### config.mk
export PLATFORM = sky130hd
export DESIGN_NAME = onehot_opcode_encoder
export DESIGN_NICKNAME = d
export VERILOG_FILES = /design/src/rtl/onehot_opcode_encoder_pkg.sv /design/src/rtl/onehot_prio_enc.sv /design/src/rtl/onehot_opcode_encoder.sv
export SDC_FILE = /design/constraint.sdc
export NUM_CORES = 1
export LEC_CHECK = 0
export CORE_UTILIZATION = 50
export CTS_CLUSTER_DIAMETER = 50
export DETAILED_ROUTE_END_ITERATION = 10
export PLACE_DENSITY_LB_ADDON = 0.3
export SLEW_MARGIN = 20
export SYNTH_ARGS = -nofsm -noshare
export SYNTH_HDL_FRONTEND = slang
export SYNTH_SLANG_ARGS = --single-unit
### constraint.sdc
create_clock -name clk -period 9.1 [get_ports clk]
set_input_delay 2.73 -clock clk [delete_from_list [all_inputs] [get_ports clk]]
set_output_delay 2.73 -clock clk [all_outputs]
set_load 0.1 [all_outputs]
### src/rtl/onehot_opcode_encoder_pkg.sv
// Shared constants, opcode values and FSM encoding for the one-hot opcode encoder.
package onehot_opcode_encoder_pkg;

  localparam int unsigned OPCODE_W = 3;
  localparam int unsigned N_LINES  = 1 << OPCODE_W;

  localparam logic [OPCODE_W-1:0] OP0 = 3'd0;
  localparam logic [OPCODE_W-1:0] OP1 = 3'd1;
  localparam logic [OPCODE_W-1:0] OP2 = 3'd2;
  localparam logic [OPCODE_W-1:0] OP3 = 3'd3;
  localparam logic [OPCODE_W-1:0] OP4 = 3'd4;
  localparam logic [OPCODE_W-1:0] OP5 = 3'd5;
  localparam logic [OPCODE_W-1:0] OP6 = 3'd6;
  localparam logic [OPCODE_W-1:0] OP7 = 3'd7;

  typedef enum logic {
    StEmpty = 1'b0,
    StFull  = 1'b1
  } state_e;

endpackage

### src/rtl/onehot_prio_enc.sv
// Combinational MSB-priority encoder with any-set and more-than-one-set flags.
module onehot_prio_enc #(
  parameter  int unsigned OPCODE_W = 3,
  localparam int unsigned N        = 1 << OPCODE_W
) (
  input  logic [N-1:0]        lines,
  output logic [OPCODE_W-1:0] index,
  output logic                any_set,
  output logic                multi_set
);

  localparam int unsigned CntW = OPCODE_W + 1;

  logic [CntW-1:0] popcnt;

  // Ascending scan: the last set bit seen wins, giving MSB priority.
  always_comb begin
    index  = '0;
    popcnt = '0;
    for (int unsigned k = 0; k < N; k++) begin
      if (lines[k]) begin
        index  = k[OPCODE_W-1:0];
        popcnt = popcnt + CntW'(1);
      end
    end
  end

  assign any_set   = (popcnt != '0);
  assign multi_set = (popcnt > CntW'(1));

endmodule

### src/rtl/onehot_opcode_encoder.sv
// Registered one-hot to binary opcode encoder with valid/ready handshake,
// malformed-input flags and a saturating error counter.
module onehot_opcode_encoder #(
  parameter int unsigned OPCODE_W = onehot_opcode_encoder_pkg::OPCODE_W,
  parameter int unsigned ERRCNT_W = 8
) (
  input  logic                       clk,
  input  logic                       reset,
  input  logic [(1<<OPCODE_W)-1:0]   instruction,
  input  logic                       in_valid,
  output logic                       in_ready,
  output logic [OPCODE_W-1:0]        opcode,
  output logic                       out_valid,
  input  logic                       out_ready,
  output logic                       zero_hot,
  output logic                       multi_hot,
  output logic [ERRCNT_W-1:0]        err_count,
  input  logic                       clr_err
);

  import onehot_opcode_encoder_pkg::*;

  localparam int unsigned N = 1 << OPCODE_W;
  localparam logic [ERRCNT_W-1:0] ErrMax = {ERRCNT_W{1'b1}};

  state_e                state_q, state_d;
  logic [OPCODE_W-1:0]   opcode_q, opcode_d;
  logic                  zero_hot_q, zero_hot_d;
  logic                  multi_hot_q, multi_hot_d;
  logic [ERRCNT_W-1:0]   err_count_q, err_count_d;

  logic                  accept;
  logic [N-1:0]          masked;
  logic [OPCODE_W-1:0]   enc_index;
  logic                  any_set;
  logic                  multi_set;

  assign in_ready = (state_q == StEmpty) | out_ready;
  assign accept   = in_valid & in_ready;
  // Gate the bus so X on idle lines never reaches the encoder.
  assign masked   = instruction & {N{in_valid}};

  onehot_prio_enc #(
    .OPCODE_W (OPCODE_W)
  ) u_prio_enc (
    .lines     (masked),
    .index     (enc_index),
    .any_set   (any_set),
    .multi_set (multi_set)
  );

  always_comb begin
    state_d     = state_q;
    opcode_d    = opcode_q;
    zero_hot_d  = zero_hot_q;
    multi_hot_d = multi_hot_q;
    // Clear first so a same-cycle errored accept still counts once.
    err_count_d = clr_err ? '0 : err_count_q;

    unique case (state_q)
      StEmpty: if (accept) state_d = StFull;
      StFull:  if (out_ready && !accept) state_d = StEmpty;
      default: state_d = StEmpty;
    endcase

    if (accept) begin
      opcode_d    = enc_index;
      zero_hot_d  = !any_set;
      multi_hot_d = multi_set;
      if ((!any_set || multi_set) && (err_count_d != ErrMax)) begin
        err_count_d = err_count_d + ERRCNT_W'(1);
      end
    end
  end

  always_ff @(posedge clk) begin
    if (reset) begin
      state_q     <= StEmpty;
      opcode_q    <= OP0[OPCODE_W-1:0];
      zero_hot_q  <= 1'b0;
      multi_hot_q <= 1'b0;
      err_count_q <= '0;
    end else begin
      state_q     <= state_d;
      opcode_q    <= opcode_d;
      zero_hot_q  <= zero_hot_d;
      multi_hot_q <= multi_hot_d;
      err_count_q <= err_count_d;
    end
  end

  assign opcode    = opcode_q;
  assign out_valid = (state_q == StFull);
  assign zero_hot  = zero_hot_q;
  assign multi_hot = multi_hot_q;
  assign err_count = err_count_q;

endmodule

## After elaboration in Yosys (flattened, before gate mapping)

Cells that the tools add are included.

- Register bits after elaboration: 14
- Bits of input ports: 13
- Output and inout port bits: 15
- Word-level logic and storage cells: 46

- Add/sub/neg operators: 8
- Order comparisons: 1
- Eq/ne operators: 1
- Multiplexer cells: 21
- Bitwise logic cells: 4
- Reduce and logical (&&, ||, !) cells: 6

Operators with widths:

| operator | number |
|---|---|
| 4-bit 2-to-1 mux | 7 |
| 4-bit by 1-bit adder with 4-bit output, second input constant | 6 |
| 8-bit 2-to-1 mux | 3 |
| 3-bit 2-to-1 mux | 4 |
| 8-bit by 1-bit adder with 8-bit output, second input constant | 1 |
| 8-bit bitwise AND | 1 |
| 8-bit != test, second input constant | 1 |
| 4-bit by 1-bit > comparator with 1-bit output, second input constant | 1 |
| 1-bit 2-to-1 mux | 4 |
| 2-bit 2-to-1 mux | 2 |
| 4-bit nonzero test | 1 |
| 1-bit by 1-bit adder with 2-bit output, second input constant | 1 |
| 1-bit logical AND | 2 |
| 1-bit logical NOT | 2 |
| 1-bit one-hot mux with 2 select lines | 1 |
| 1-bit bitwise AND | 1 |
| 1-bit logical OR | 1 |
| 1-bit inverter | 1 |
| 1-bit bitwise OR | 1 |

## Depth between registers and ports, before layout

- Depth after elaboration: 22
- Mapped depth: 32
- Gate-level depth less buffers: 29

## Hierarchy

Synthesis repeated with hierarchy kept, for this count alone.

- Cells, all modules: 176
- Area, all modules: 1417.6 µm²

Modules (own cells, without submodules):

| module | instances | cells each | area an instance (µm²) | sequential area each (µm²) |
|---|---|---|---|---|
| onehot_prio_enc | 1 | 95 | 737.0 | 0.0 |
| onehot_opcode_encoder | 1 | 81 | 680.7 | 280.3 |

## Worst setup path after synthesis

No wires, ideal clock.

- Path type: input-to-reg
- Start point: input in_valid
- End point: register err_count_q[7], in the netlist err_count[7]
- Setup time: 0.086 ns
- Data arrival time: 8.143 ns
- Required time: 9.014 ns
- Setup slack: 0.872 ns
- Stages: 30
- Path buffers: 4
- Path through: buf_2 > clkbuf_1 > and2_1 > ha_1 > buf_4 > xnor2_1 > ha_1 > nand2_1 > nand2_1 > a21oi_1 > inv_1 > ha_1 > inv_1 > a22oi_1 > ha_1 > nor2b_1 > o21ai_0 > o31a_1 > ha_1 > nand2_1 > nand4_1 > o311a_1 > ha_1 > or3_1 > mux2i_1 > o221ai_1 > mux2i_2 > buf_2 > o31ai_1 > a211oi_1

- Longest elaborated chain between the ends: 22
- Elaborated cells between the ends (all ways): 24

RTL lines:

| what | RTL line | RTL |
|---|---|---|
| from (decl) | onehot_opcode_encoder.sv:10 | `input logic in_valid,` |
| branches (longest 21 deep; another with 4-bit by 1-bit adder with 4-bit output) | -- |  |
| 8-bit 2-to-1 mux (*) | onehot_opcode_encoder.sv:66 | `if (accept) begin` |
| to (signal assigned) | onehot_opcode_encoder.sv:88 | `err_count_q <= err_count_d;` |
| to (decl) | onehot_opcode_encoder.sv:30 | `logic [ERRCNT_W-1:0] err_count_q, err_count_d;` |

Every way passes the cells marked *.
A chain may end at the register's enable or synchronous reset.

## Final worst setup path

- Start point: input in_valid
- End point: register err_count_q[5], in the netlist err_count[5]

The elaborated chain is that of the path after synthesis.

==> results.md <==
* Leak pwr at 0.697 nW
* Routed length per instance at ~15 µm
* Most used cell, CP: sky130_fd_sc_hd__ha_1
* Final routed DRC violation total at 0
* Final critical path time including I/O delays and setup at 8.39 ns
* Global-route wire length before repair at 6.07 mm
* Number of warnings issued by yosys at 0
* M2 GR Usage at 39.8%
* Number of hold buffers added after cts at 0
* Critical Path AT at approximately 8.5 ns
* Netlist Area Pre-Place at 0.00142 mm²
* Total CTS buffers at 3
* Syn Inst Count at about 180
* Number of buffers inserted by port buffering at 27
* Endpoint type of the worst setup path: flop
* Clock-pin slew on the worst setup and hold paths at 0.09 ns
* First-iteration detailed-routing DRC count at 62
* Cell taking the most area after synthesis: sky130_fd_sc_hd__dfxtp_1
* Root buffer cell: sky130_fd_sc_hd__clkbuf_4
* Predominant post-synthesis flop cell: sky130_fd_sc_hd__dfxtp_1
* Maximum fanout along the worst path at 11
* Weighted congestion reported at the end of routability-driven placement at between 0.8 and 0.9
* Number of distinct standard cells referenced by the synthesized netlist at 56
* Fraction of synthesis flops using an asynchronous set or reset pin at 0%
* Initial standard-cell utilization of the core at 55.0%
* Total GRT Usage at 24.1%
* Largest delay contributor family on the critical path: adder cells
* Maximum clock frequency at 0.119 GHz
* Die Y at between 50 and 60 µm
* Number of instances on the worst hold path at 2
* Ratio of cells with drive above 1 in the final layout at 8.21%
* Setup violators final at 0
* Layout area overhead at 22.0%
* Number of gates resized after CTS at 0
* Horiz. Die Dim at 55.4 µm
* Ranking of synthesized cells by instance count: 22 x sky130_fd_sc_hd__nand2_1, 14 x sky130_fd_sc_hd__dfxtp_1, 12 x sky130_fd_sc_hd__a21oi_1, 12 x sky130_fd_sc_hd__inv_1
* Worst setup slack for register-to-register paths at 6.83 ns
* Total power density per cell area at roughly 130 mW/mm²
* Total negative slack for setup checks at 0 ns
* Initial antenna violation count at 0
* Vias/cell at 6.09
* Pin count of the biggest net entering global routing at 21
* Top-Level Pins at 28
* Post-synthesis sequential element count at 14
* Worst skew pair latency at 0.28 ns
* CP Capture Point: err_count[5]
* Met3 track demand over resource at 5.62%
* H-Tree Level Count at 1
* Layer with the highest usage: met2
* Longest individual stage delay on the worst path at roughly 0.5 ns
* Cell with the biggest individual delay on the critical path: sky130_fd_sc_hd__clkdlybuf4s50_1
* Wire length after detailed routing at approximately 3.5 mm
* Share of synthesized area occupied by flip-flops and latches at 19.7%
* Setup Buffers After CTS at 0
* First-pass detailed-route iteration total at 4
* Peak supply drop at approximately 0.12 mV
* Worst Setup SP: in_valid
* Num Clock Sinks at 14
* Via count at 1444
* Mean Syn Cell Area at 7.82 µm²
* Number of pins exceeding their max-slew limit in the final report at 0
* Largest cells by area after synthesis: sky130_fd_sc_hd__dfxtp_1 20%, sky130_fd_sc_hd__ha_1 7.0%, sky130_fd_sc_hd__nand2_1 5.8%
* Reg-to-Reg End: err_count[7]
* Number of enable flip-flop cells after synthesis at 0
* Worst Clk Skew at 0.00937 ns
* GR Util met1 at 32.7%
* Buffer and inverter count on the worst path at 5
* Count of max-cap constraint violations at 0
* Clock Tree Buf Depth at 2
* HPWL after detailed placement at roughly 2.7 mm
* Vias in the first global route at 1362
* Critical path launch point type: input pin
* Total gr overflow at 0
* Transition time of the tightest slew-check pin at around 0.98 ns
* Die ar. at 0.00307 mm²
* Final Cycle Share at 92.2%
* Row count at 18
* Cell count along the critical path at 29
* Share of the synthesized area in the top cell type at 19.7%
* Synthesized net count at 203
* Antenna viol nets, final at 0
* Run status: finished clean
* Unrepaired setup endpoints after global routing: false
* CP Data Required Time at 9.26 ns
* R2r startpoint: err_count[1]
* Post-layout net count at 230
* Most frequent cell after synthesis: sky130_fd_sc_hd__nand2_1
* Worst slew margin at 34.3%
* CTS tree: done
* Cells on worst reg2reg path at 8
* Final hold violation count at 0
* Post-route worst hold slack at 0.500 ns
* Hold crit path type: reg2reg
* Area of the placeable core at 0.00259 mm²
* Total inserted antenna cells at 0
* Start-to-end type of the worst setup path: in2reg
per-layer routing:
layer,up-vias,wire length (µm),part of all wire (%)
met5,-,0,0
met4,0,11,0.32
met3,2,258,7.4
met2,62,1590,46
met1,670,1610,46
li1,710,-,-
layout make-up:
class	instances	area, µm²
sequential	14	280
timing repair buffer	30	293
clock buffer	3	22.5
fill	223	853
multi-input combinational	148	1060
inverter	12	45.0
tap	30	37.5
flip-flops by register name (all words and copies together), names as in the netlist:
signal     cells
err_count      8
opcode         3
multi_hot      1
out_valid      1
zero_hot       1
cells in the final DEF, fill, tap and decap left out, drive strengths merged, types with 2 or more instances in the layout:
cell type,instances
nand2,23
clkbuf,3
nand2b,3
nor2b,7
o211ai,2
mux2i,3
and2,5
nor2,11
a31oi,2
o311ai,2
or3,5
xnor2,9
xor2,6
nor3,3
inv,12
clkdlybuf4s50,27
and3,3
o31ai,3
a21oi,12
nand3,2
buf,3
dfxtp,14
or4,3
o21ai,11
nand4,3
xnor3,2
ha,8
tightest hold or removal path, stage by stage, from the launching register on:
cell and delay [ns]:
sky130_fd_sc_hd__dfxtp_1 0.32, sky130_fd_sc_hd__nor2_1 0.10, sky130_fd_sc_hd__nor3_1 0.04
through the flow:
stage                     utilization (%)  cells  total power [mW]  worst slack [ns]  area [µm²]
after global placement               66.2    234             0.179             0.663        1710
after global routing                 67.1    237             0.232             0.186        1740
after detailed placement             66.2    234             0.183             0.451        1710
after CTS                            67.1    237             0.218             0.745        1740
final                                67.1    237             0.218             0.712        1740
after floorplan                         -    182             0.155             0.872        1420
power by group:
group	total, mW	switching [mW]	internal [mW]
clock network	0.0352	0.0198	0.0154
logic	0.116	0.0744	0.0420
registers	0.0663	0.00194	0.0644
total	0.218	0.0961	0.122
how the worst min path moves through the flow:
stage / startpoint / end / slack [ns]
floorplan: opcode[0] / opcode[0] / 0.92
global placement: opcode[0] / opcode[0] / 0.48
detailed placement: opcode[0] / opcode[0] / 0.49
CTS: opcode[0] / opcode[0] / 0.50
global route: opcode[1] / opcode[1] / 0.54
finish: opcode[0] / opcode[0] / 0.50
cell families after synthesis:
family	share of synthesized area [%]
xor gates and xnor gates	13.0
and+or+nand+nor	28.3
AOI/OAI and AO/OA	23.6
muxes	2.37
DFF	19.7
adders and majority gates	7.03
buffers and inverters	5.97
(Power assumes the default switching activity.)
